[src/rtl/alu_exec_stage_if.sv]
// Handshake bundle between ALU decode, the execute stage and writeback.
// The master side is the upstream producer / downstream consumer pair that
// drives operands and out_ready; the slave side is the execute stage itself.
interface alu_exec_stage_if #(
  parameter int XLEN  = 32,
  parameter int TAG_W = 5
);
  logic             flush;
  logic             in_valid;
  logic             in_ready;
  logic [3:0]       in_alu_op;
  logic [XLEN-1:0]  in_a;
  logic [XLEN-1:0]  in_b;
  logic [TAG_W-1:0] in_rd;
  logic             out_valid;
  logic             out_ready;
  logic [XLEN-1:0]  out_result;
  logic [TAG_W-1:0] out_rd;
  logic             out_illegal;

  modport master (
    output flush, in_valid, in_alu_op, in_a, in_b, in_rd, out_ready,
    input  in_ready, out_valid, out_result, out_rd, out_illegal
  );

  modport slave (
    input  flush, in_valid, in_alu_op, in_a, in_b, in_rd, out_ready,
    output in_ready, out_valid, out_result, out_rd, out_illegal
  );
endinterface

[src/rtl/alu_exec_stage.sv]
// RV32I integer ALU execute stage with a 2-entry (main + skid) output buffer.
// Latency: op accepted at edge N is presented on out_* right after edge N.
// Backpressure: in_ready = !skid_valid, a pure state decode; outputs hold while stalled.
//
// Ports:
//   clk, reset_n   clock and asynchronous active-low reset
//   io (slave)     flush, in_valid/in_ready + in_alu_op/in_a/in_b/in_rd,
//                  out_valid/out_ready + out_result/out_rd/out_illegal
module alu_exec_stage #(
  parameter int XLEN  = 32,
  parameter int TAG_W = 5
) (
  input  logic          clk,
  input  logic          reset_n,
  alu_exec_stage_if.slave io
);

  localparam int SHW = $clog2(XLEN);

  // ALUop encodings shared with the decoder
  localparam logic [3:0] ALU_ADD    = 4'd0;
  localparam logic [3:0] ALU_SUB    = 4'd1;
  localparam logic [3:0] ALU_AND    = 4'd2;
  localparam logic [3:0] ALU_OR     = 4'd3;
  localparam logic [3:0] ALU_XOR    = 4'd4;
  localparam logic [3:0] ALU_SLT    = 4'd5;
  localparam logic [3:0] ALU_SLTU   = 4'd6;
  localparam logic [3:0] ALU_SLL    = 4'd7;
  localparam logic [3:0] ALU_SRA    = 4'd8;
  localparam logic [3:0] ALU_SRL    = 4'd9;
  localparam logic [3:0] ALU_COPY_B = 4'd10;

  // Encoding is {skid_valid, main_valid}
  typedef enum logic [1:0] {
    EMPTY = 2'b00,
    ONE   = 2'b01,
    FULL  = 2'b11
  } state_t;

  state_t state, state_nxt;

  logic [XLEN-1:0]  alu_res;
  logic             alu_ill;
  logic [SHW-1:0]   shamt;

  logic [XLEN-1:0]  main_result, skid_result;
  logic [TAG_W-1:0] main_rd, skid_rd;
  logic             main_illegal, skid_illegal;

  logic main_valid, in_ready_int, accept, out_xfer;
  logic load_main_new, load_main_skid, load_skid_new;

  // ---------------- ALU ----------------
  assign shamt = io.in_b[SHW-1:0];

  always_comb begin
    alu_res = '0;
    alu_ill = 1'b0;
    case (io.in_alu_op)
      ALU_ADD:    alu_res = io.in_a + io.in_b;
      ALU_SUB:    alu_res = io.in_a - io.in_b;
      ALU_AND:    alu_res = io.in_a & io.in_b;
      ALU_OR:     alu_res = io.in_a | io.in_b;
      ALU_XOR:    alu_res = io.in_a ^ io.in_b;
      ALU_SLT:    alu_res[0] = ($signed(io.in_a) < $signed(io.in_b));
      ALU_SLTU:   alu_res[0] = (io.in_a < io.in_b);
      ALU_SLL:    alu_res = io.in_a << shamt;
      ALU_SRA:    alu_res = $unsigned($signed(io.in_a) >>> shamt);
      ALU_SRL:    alu_res = io.in_a >> shamt;
      ALU_COPY_B: alu_res = io.in_b;
      // ALU_XXX and unused codes still transfer, flagged as illegal
      default:    alu_ill = 1'b1;
    endcase
  end

  // ---------------- handshake control ----------------
  assign main_valid   = (state != EMPTY);
  assign in_ready_int = (state != FULL);
  assign accept       = io.in_valid & in_ready_int;
  assign out_xfer     = main_valid & io.out_ready;

  always_ff @(posedge clk or negedge reset_n) begin
    if (!reset_n) state <= EMPTY;
    else          state <= state_nxt;
  end

  always_comb begin
    state_nxt      = state;
    load_main_new  = 1'b0;
    load_main_skid = 1'b0;
    load_skid_new  = 1'b0;
    if (io.flush) begin
      // Squash everything; an out transfer this cycle was already seen
      // downstream, and any op handshaked now is dropped.
      state_nxt = EMPTY;
    end else begin
      case (state)
        EMPTY: begin
          if (accept) begin
            state_nxt     = ONE;
            load_main_new = 1'b1;
          end
        end
        ONE: begin
          if (accept && out_xfer) begin
            load_main_new = 1'b1;
          end else if (accept) begin
            // Main is stalled: park the new op so main stays stable
            state_nxt     = FULL;
            load_skid_new = 1'b1;
          end else if (out_xfer) begin
            state_nxt = EMPTY;
          end
        end
        FULL: begin
          if (out_xfer) begin
            state_nxt      = ONE;
            load_main_skid = 1'b1;
          end
        end
        default: state_nxt = EMPTY;
      endcase
    end
  end

  // ---------------- data registers ----------------
  always_ff @(posedge clk or negedge reset_n) begin
    if (!reset_n) begin
      main_result  <= '0;
      main_rd      <= '0;
      main_illegal <= 1'b0;
      skid_result  <= '0;
      skid_rd      <= '0;
      skid_illegal <= 1'b0;
    end else begin
      if (load_main_new) begin
        main_result  <= alu_res;
        main_rd      <= io.in_rd;
        main_illegal <= alu_ill;
      end else if (load_main_skid) begin
        main_result  <= skid_result;
        main_rd      <= skid_rd;
        main_illegal <= skid_illegal;
      end
      if (load_skid_new) begin
        skid_result  <= alu_res;
        skid_rd      <= io.in_rd;
        skid_illegal <= alu_ill;
      end
    end
  end

  assign io.in_ready    = in_ready_int;
  assign io.out_valid   = main_valid;
  assign io.out_result  = main_result;
  assign io.out_rd      = main_rd;
  assign io.out_illegal = main_illegal;

endmodule
[src/flat_wrapper.sv]
// flat-port wrapper written by rule: the top's interface ports become plain ports
module alu_exec_stage_flat 
#(
  parameter int XLEN  = 32,
  parameter int TAG_W = 5
)
  (clk, reset_n, io_flush, io_in_valid, io_in_alu_op, io_in_a, io_in_b, io_in_rd, io_out_ready, io_in_ready, io_out_valid, io_out_result, io_out_rd, io_out_illegal);
  alu_exec_stage_if #(.XLEN(XLEN), .TAG_W(TAG_W)) io_i ();
  input  logic clk;
  input  logic reset_n;
  input wire logic [$bits(io_i.flush)-1:0] io_flush;
  input wire logic [$bits(io_i.in_valid)-1:0] io_in_valid;
  input wire logic [$bits(io_i.in_alu_op)-1:0] io_in_alu_op;
  input wire logic [$bits(io_i.in_a)-1:0] io_in_a;
  input wire logic [$bits(io_i.in_b)-1:0] io_in_b;
  input wire logic [$bits(io_i.in_rd)-1:0] io_in_rd;
  input wire logic [$bits(io_i.out_ready)-1:0] io_out_ready;
  output wire logic [$bits(io_i.in_ready)-1:0] io_in_ready;
  output wire logic [$bits(io_i.out_valid)-1:0] io_out_valid;
  output wire logic [$bits(io_i.out_result)-1:0] io_out_result;
  output wire logic [$bits(io_i.out_rd)-1:0] io_out_rd;
  output wire logic [$bits(io_i.out_illegal)-1:0] io_out_illegal;
  assign io_i.flush = io_flush;
  assign io_i.in_valid = io_in_valid;
  assign io_i.in_alu_op = io_in_alu_op;
  assign io_i.in_a = io_in_a;
  assign io_i.in_b = io_in_b;
  assign io_i.in_rd = io_in_rd;
  assign io_i.out_ready = io_out_ready;
  assign io_in_ready = io_i.in_ready;
  assign io_out_valid = io_i.out_valid;
  assign io_out_result = io_i.out_result;
  assign io_out_rd = io_i.out_rd;
  assign io_out_illegal = io_i.out_illegal;
  alu_exec_stage #(.XLEN(XLEN), .TAG_W(TAG_W)) u_core (.clk(clk), .reset_n(reset_n), .io(io_i));
endmodule
[config.mk]
export PLATFORM = sky130hd
export DESIGN_NAME = alu_exec_stage_flat
export DESIGN_NICKNAME = d
export VERILOG_FILES = /design/src/rtl/alu_exec_stage_if.sv /design/src/rtl/alu_exec_stage.sv /design/src/flat_wrapper.sv
export SDC_FILE = /design/constraint.sdc
export NUM_CORES = 1
export LEC_CHECK = 0
export CORE_MARGIN = 1
export CORE_UTILIZATION = 25
export DETAILED_ROUTE_END_ITERATION = 10
export DONT_BUFFER_PORTS = 1
export PLACE_DENSITY_LB_ADDON = 0.05
export SETUP_SLACK_MARGIN = 0.02
export SYNTH_ARGS = -nofsm -noshare
export SYNTH_HDL_FRONTEND = slang
export SYNTH_SLANG_ARGS = --single-unit
[constraint.sdc]
create_clock -name clk -period 3.04 [get_ports clk]
set_input_delay 0.608 -clock clk [delete_from_list [all_inputs] [get_ports clk]]
set_output_delay 0.608 -clock clk [all_outputs]
set_load 0.01 [all_outputs]
### Word level (Yosys, flattened, before mapping)

Index checks and enable logic that the tools add are counted.

| operators by class | value |
|---|---|
| add/sub/neg operators | 2 |
| bitwise gates (word level) | 5 |
| $lt $le $gt $ge | 2 |
| muxes and demuxes | 26 |
| eq/ne operators | 17 |
| reduce and logical (&&, ||, !) cells | 7 |
| shift operators | 3 |

Operators by type and width:

| cell | count |
|---|---|
| case mux 31 bit (9 select lines) | 1 |
| less-than comparator 32 bit | 2 |
| 2-to-1 mux 32 bit | 2 |
| adder 32 bit | 1 |
| bitwise AND 32 bit | 1 |
| bitwise OR 32 bit | 1 |
| << shifter 32 x 5 -> 32 bit | 1 |
| >> shifter 32 x 5 -> 32 bit | 1 |
| >>> shifter 32 x 5 -> 32 bit | 1 |
| subtractor 32 bit | 1 |
| bitwise XOR 32 bit | 1 |
| == test 4 x 3 -> 1 bit (second input constant) | 4 |
| == test 4 bit (second input constant) | 3 |
| 2-to-1 mux 1 bit | 12 |
| 2-to-1 mux 2 bit | 6 |
| case mux 1 bit (11 select lines) | 1 |
| OR reduction 11 bit | 1 |
| 2-to-1 mux 5 bit | 2 |
| == test 4 x 2 -> 1 bit (second input constant) | 2 |
| inequality test 3 x 2 -> 1 bit (second input constant) | 2 |
| case mux 2 bit (3 select lines) | 1 |
| == test 4 x 1 -> 1 bit (second input constant) | 1 |
| zero test 4 bit | 1 |
| inequality test 4 x 2 -> 1 bit (second input constant) | 1 |
| other kinds (10) | 12 |

| storage, ports and cells | value |
|---|---|
| bits of input ports | 78 |
| flip-flop bits (word level) | 78 |
| word-level logic and storage cells | 69 |

### Logic depth before layout (Yosys ltp)

| logic depth | value |
|---|---|
| word-level depth | 7 |
| gate-level depth with buffers | 14 |

### Least setup slack after synthesis

OpenSTA, ideal clock, no wires.

| timing path | value |
|---|---|
| path type | input -> register |
| start | input port io_in_b[2] |
| end | register u_core.main_result[21], in the netlist u_core.io.out_result[21] |
| required time | 2.902 ns |
| arrival time | 3.831 ns |
| stages | 13 |
| setup time | 0.138 ns |
| slack | -0.929 ns |
| cells stage by stage | buf_2 -> inv_2 -> buf_2 -> buf_2 -> clkbuf_1 -> ha_1 -> o211ai_1 -> o21ai_0 -> a211o_1 -> a211o_1 -> a221o_1 -> a2111oi_2 -> a21oi_1 |

| between the ends | value |
|---|---|
| cells in the longest elaborated chain, start to end | 3 |
| elaborated cells on any way between the ends | 7 |

RTL lines:

| what | RTL line | source |
|---|---|---|
| from (decl) | flat_wrapper.sv:15 | `input wire logic [$bits(io_i.in_b)-1:0] io_in_b;` |
| subtractor 32 bit, or another cell as far along | alu_exec_stage.sv:61 | `ALU_SUB: alu_res = io.in_a - io.in_b;` |
| case mux 31 bit (9 select lines) (*) | alu_exec_stage.sv:59 | `case (io.in_alu_op)` |
| 2-to-1 mux 32 bit (*) | alu_exec_stage.sv:136 | `if (load_main_new) begin` |
| to (signal assigned) | alu_exec_stage.sv:137 | `main_result <= alu_res;` |
| to (signal assigned) | alu_exec_stage.sv:141 | `main_result <= skid_result;` |
| to (decl) | alu_exec_stage.sv:46 | `logic [XLEN-1:0] main_result, skid_result;` |

Every way passes the cells marked *; elsewhere a longest branch is shown, timed or not.
A chain may end at the register's enable or synchronous reset.

### Worst setup path in the final report

| timing path | value |
|---|---|
| start | input port io_in_b[8] |
| end | register u_core.skid_result[21] |

| between the ends | value |
|---|---|
| cells in the longest elaborated chain, start to end | 2 |
| elaborated cells on any way between the ends | 3 |

RTL lines:

| what | RTL line | source |
|---|---|---|
| subtractor 32 bit or adder 32 bit (tied branches) | alu_exec_stage.sv:61, alu_exec_stage.sv:60 |  |
| case mux 31 bit (9 select lines) (*) | alu_exec_stage.sv:59 |  |
| to (signal assigned) | alu_exec_stage.sv:146 | `skid_result <= alu_res;` |
| to (decl) | alu_exec_stage.sv:46 |  |

Marks and branches as above.

==> impl_metrics.csv <==
group,metric,value,unit
critical_path,crit_slowest_cell,"or3_4",
grt,antenna_found_initial,1,
critical_path,slowest_delay,380,ps
sta,rsz0062_at_grt,"true",
outcome,outcome,"finished clean",
floorplan,die_h,235,um
critical_path,cp_data_arrival_time,3230,ps
logic_synthesis,async_flop_share,1.00,
critical_path,cp.required,3240,ps
sta,setup_viol,0,
clock_network,clkSlewWorstSetupHoldPaths,60,ps
sta,worst_pin_slew,920,ps
critical_path,cp_top_family,"compound AO/OA/AOI/OAI gates",
critical_path,start_kind,"primary input",
cells_and_area,final_nets,2092,
grt,met3_usage,0.0243,
logic_synthesis,postSynthNetCount,1910,
sta,fin_tns_setup,0,ps
drt,drc_errors,0,
floorplan,coreArea,53000,um^2
clock_network,cts_sinks,78,
pwr,p_leak,7.03,nW
place,hpwl,56.5,mm
sta,min_period_over_period,0.998,
logic_synthesis,ys_warn_count,0,
sta,slew_violations,0,
floorplan,die-area,55000,um^2
grt,grt_first_pass_wirelength,103,mm
drt,wl_per_cell,27.7,um
floorplan,die_w,235,um
logic_synthesis,synth_common_cells,"nand2_1 (169), nor2_1 (146), a21oi_1 (123)",
clock_network,insertion_delay,340,ps
logic_synthesis,synth_top_area_frac,0.144,
clock_network,cts_buffers,9,
logic_synthesis,synth_edf_count,0,
grt,grt_pass1_vias,14600,
logic_synthesis,synth_area_per_cell,7.82,um^2
grt,grt_max_degree,95,
critical_path,cp_num_buf_inv,3,
pwr,peakVddDrop,0.324,mV
clock_network,ctsHtreeMaxLevel,3,
worst_hold_path,min_path_type,"primary input to async pin",
sta,relSlewSlack,0.380,
sta,finalClockSkew,9.10,ps
place,post-place-ws,-606,ps
sta,hold_ws,159,ps
grt,top_usage_layer,"met2",
drt,firstDrtPassIters,6,
pwr,power,6.33,mW
cells_and_area,fillers,5689,
grt,met1_usage,0.360,
pwr,cellPowerDensity,369,nW/um^2
sta,fin_ws,6.29,ps
job,max_cap_violations,0,
drt,vias_per_cell,5.82,
sta,hold_viol,0,
cells_and_area,final_util,0.323,
logic_synthesis,synth_area_leaders,"dfrtp_1 (14%), mux4_2 (12%), ha_1 (9.3%), nand2_1 (4.7%), a21oi_1 (4.6%)",
drt,dr_total_vias,15200,
logic_synthesis,syn-instance-count,1729,
sta,final.min_clock_period,3030,ps
grt,grt_overflow,0,
place,io_buffers,0,
place,place_congestion,0.991,
logic_synthesis,synthDistinctLibCells,87,
grt,grt_util_met2,0.421,
critical_path,critPathCaptureType,"flop",
sta,max_freq,330,MHz
floorplan,start_util,0.255,
logic_synthesis,synth_area_leader_cell,"dfrtp_1",
clock_network,cts_tree,"built",
cells_and_area,drive_gt1_frac,0.278,
critical_path,timing_worst_setup_path_type,"primary input to flop",
grt,grt_usage,0.258,
cells_and_area,area_growth,26.7,%
logic_synthesis,ys_ff_latch,78,
drt,wirelength,72.2,mm
floorplan,rows,84,
critical_path,critPathMaxFanout,5,
logic_synthesis,synthesis.area,13500,um^2
floorplan,boundaryPins,118,
logic_synthesis,ys_dominant_reg_cell,"dfrtp_1",
logic_synthesis,synth_most_common_cell,"nand2_1",
drt,drtIter0Drc,1337,
drt,ant_nets,0,
logic_synthesis,seq_area_frac_synth,0.144,
critical_path,crit_chain,"inv_2, ha_4, or2_1, or3_4, a211oi_4, buf_6, o31ai_4, o21a_1, a221o_1, a2111oi_4, buf_4, o21ai_2",
clock_network,root_buffer,"clkbuf_16",
clock_network,clockBufferDepth,2,
==> where the power goes <==
| part | total, mW | internal, mW | switching, mW | leakage [nW] |
|---|---|---|---|---|
| Combinational | 3.22 | 1.48 | 1.74 | 5.92 |
| Sequential | 1.88 | 1.49 | 0.387 | 0.944 |
| Clock | 1.23 | 0.797 | 0.430 | 0.165 |
==> sequential cells by signal, summed over array words and instances, names as in the netlist <==
| register | count |
|---|---|
| u_core.skid_illegal | 1 |
| u_core.io.out_result | 32 |
| u_core.io.out_rd | 5 |
| u_core.skid_result | 32 |
| u_core.skid_rd | 5 |
| u_core.state | 2 |
| u_core.io.out_illegal | 1 |
==> stage by stage <==
stage / cell area, um^2 / std cells
floorplan: 13900 / 1729
global placement: 16500 / 2582
detailed placement: 16500 / 2582
CTS: 16900 / 2600
global route: 17100 / 2604
finish: 17100 / 2606
==> final cells by class <==
type | instances | area, um^2 | area share
timing repair buffer | 319 | 2500 | 0.146
antenna | 2 | 5.00 | 0.000292
clock buffer | 9 | 225 | 0.0131
clock inverter | 7 | 113 | 0.00657
tap | 688 | 861 | 0.0502
inverter | 102 | 414 | 0.0242
sequential | 78 | 1950 | 0.114
multi-input combinational | 1401 | 11100 | 0.646
==> metal layers <==
| metal | routed length [um] | part of all wire |
|---|---|---|
| met1 | 33300 | 0.46 |
| met2 | 33500 | 0.46 |
| met3 | 3600 | 0.050 |
| met4 | 1810 | 0.025 |
| met5 | 0 | 0 |
==> worst paths after layout <==
| kind | startpoint | end | slack, ps | cells past startpoint |
|---|---|---|---|---|
| worst max register to register | u_core.state[1] | u_core.skid_result[22] | 670 | 6 |
| worst max-delay path | io_in_b[8] | u_core.skid_result[21] | 6 | 12 |
| worst min-delay path | reset_n | u_core.io.out_result[4] | 160 | 1 |
| max in group asynchronous | reset_n | u_core.io.out_rd[0] | 2530 | 1 |
| min in group clk | io_flush | u_core.state[1] | 320 | 1 |
| worst min register to register | u_core.skid_result[2] | u_core.skid_result[2] | 480 | 2 |
==> cells in the final DEF, fill, tap and decap left out, drive strengths merged, types with 20 or more instances in the layout <==
| cell type | count |
|---|---|
| nor2 | 146 |
| buf | 319 |
| mux2 | 20 |
| o21ai | 124 |
| nand3 | 26 |
| ha | 101 |
| o211ai | 30 |
| mux4 | 76 |
| mux2i | 45 |
| nor2b | 51 |
| dfrtp | 78 |
| nor3 | 42 |
| a221oi | 26 |
| a22oi | 27 |
| a31oi | 34 |
| a21oi | 123 |
| nand2 | 169 |
| a211oi | 60 |
| a21o | 24 |
| inv | 101 |
==> cell families (layout without fill, tap and decap cells) <==
| group | after synthesis | count (layout) | synth area share |
|---|---|---|---|
| compound gates | 613 | 613 | 0.312 |
| xor+xnor | 4 | 4 | 0.00259 |
| fa+ha+maj | 103 | 103 | 0.0964 |
| buf+inv | 250 | 437 | 0.0763 |
| flops | 78 | 78 | 0.144 |
| mux | 141 | 141 | 0.177 |
| other cells | 0 | 2 | 0 |
| simple gates | 540 | 540 | 0.192 |
==> what timing repair did <==
action | in CTS | in global routing
hold buffers | 1 | 0
setup endpoints to repair | 16 | 44
endpoints found under the hold margin | 78 | 0
setup buffers | 1 | 4
gates resized for setup | 9 | 57
pin swaps | 1 | 20
No activity file was read; power rests on OpenSTA's default activity.
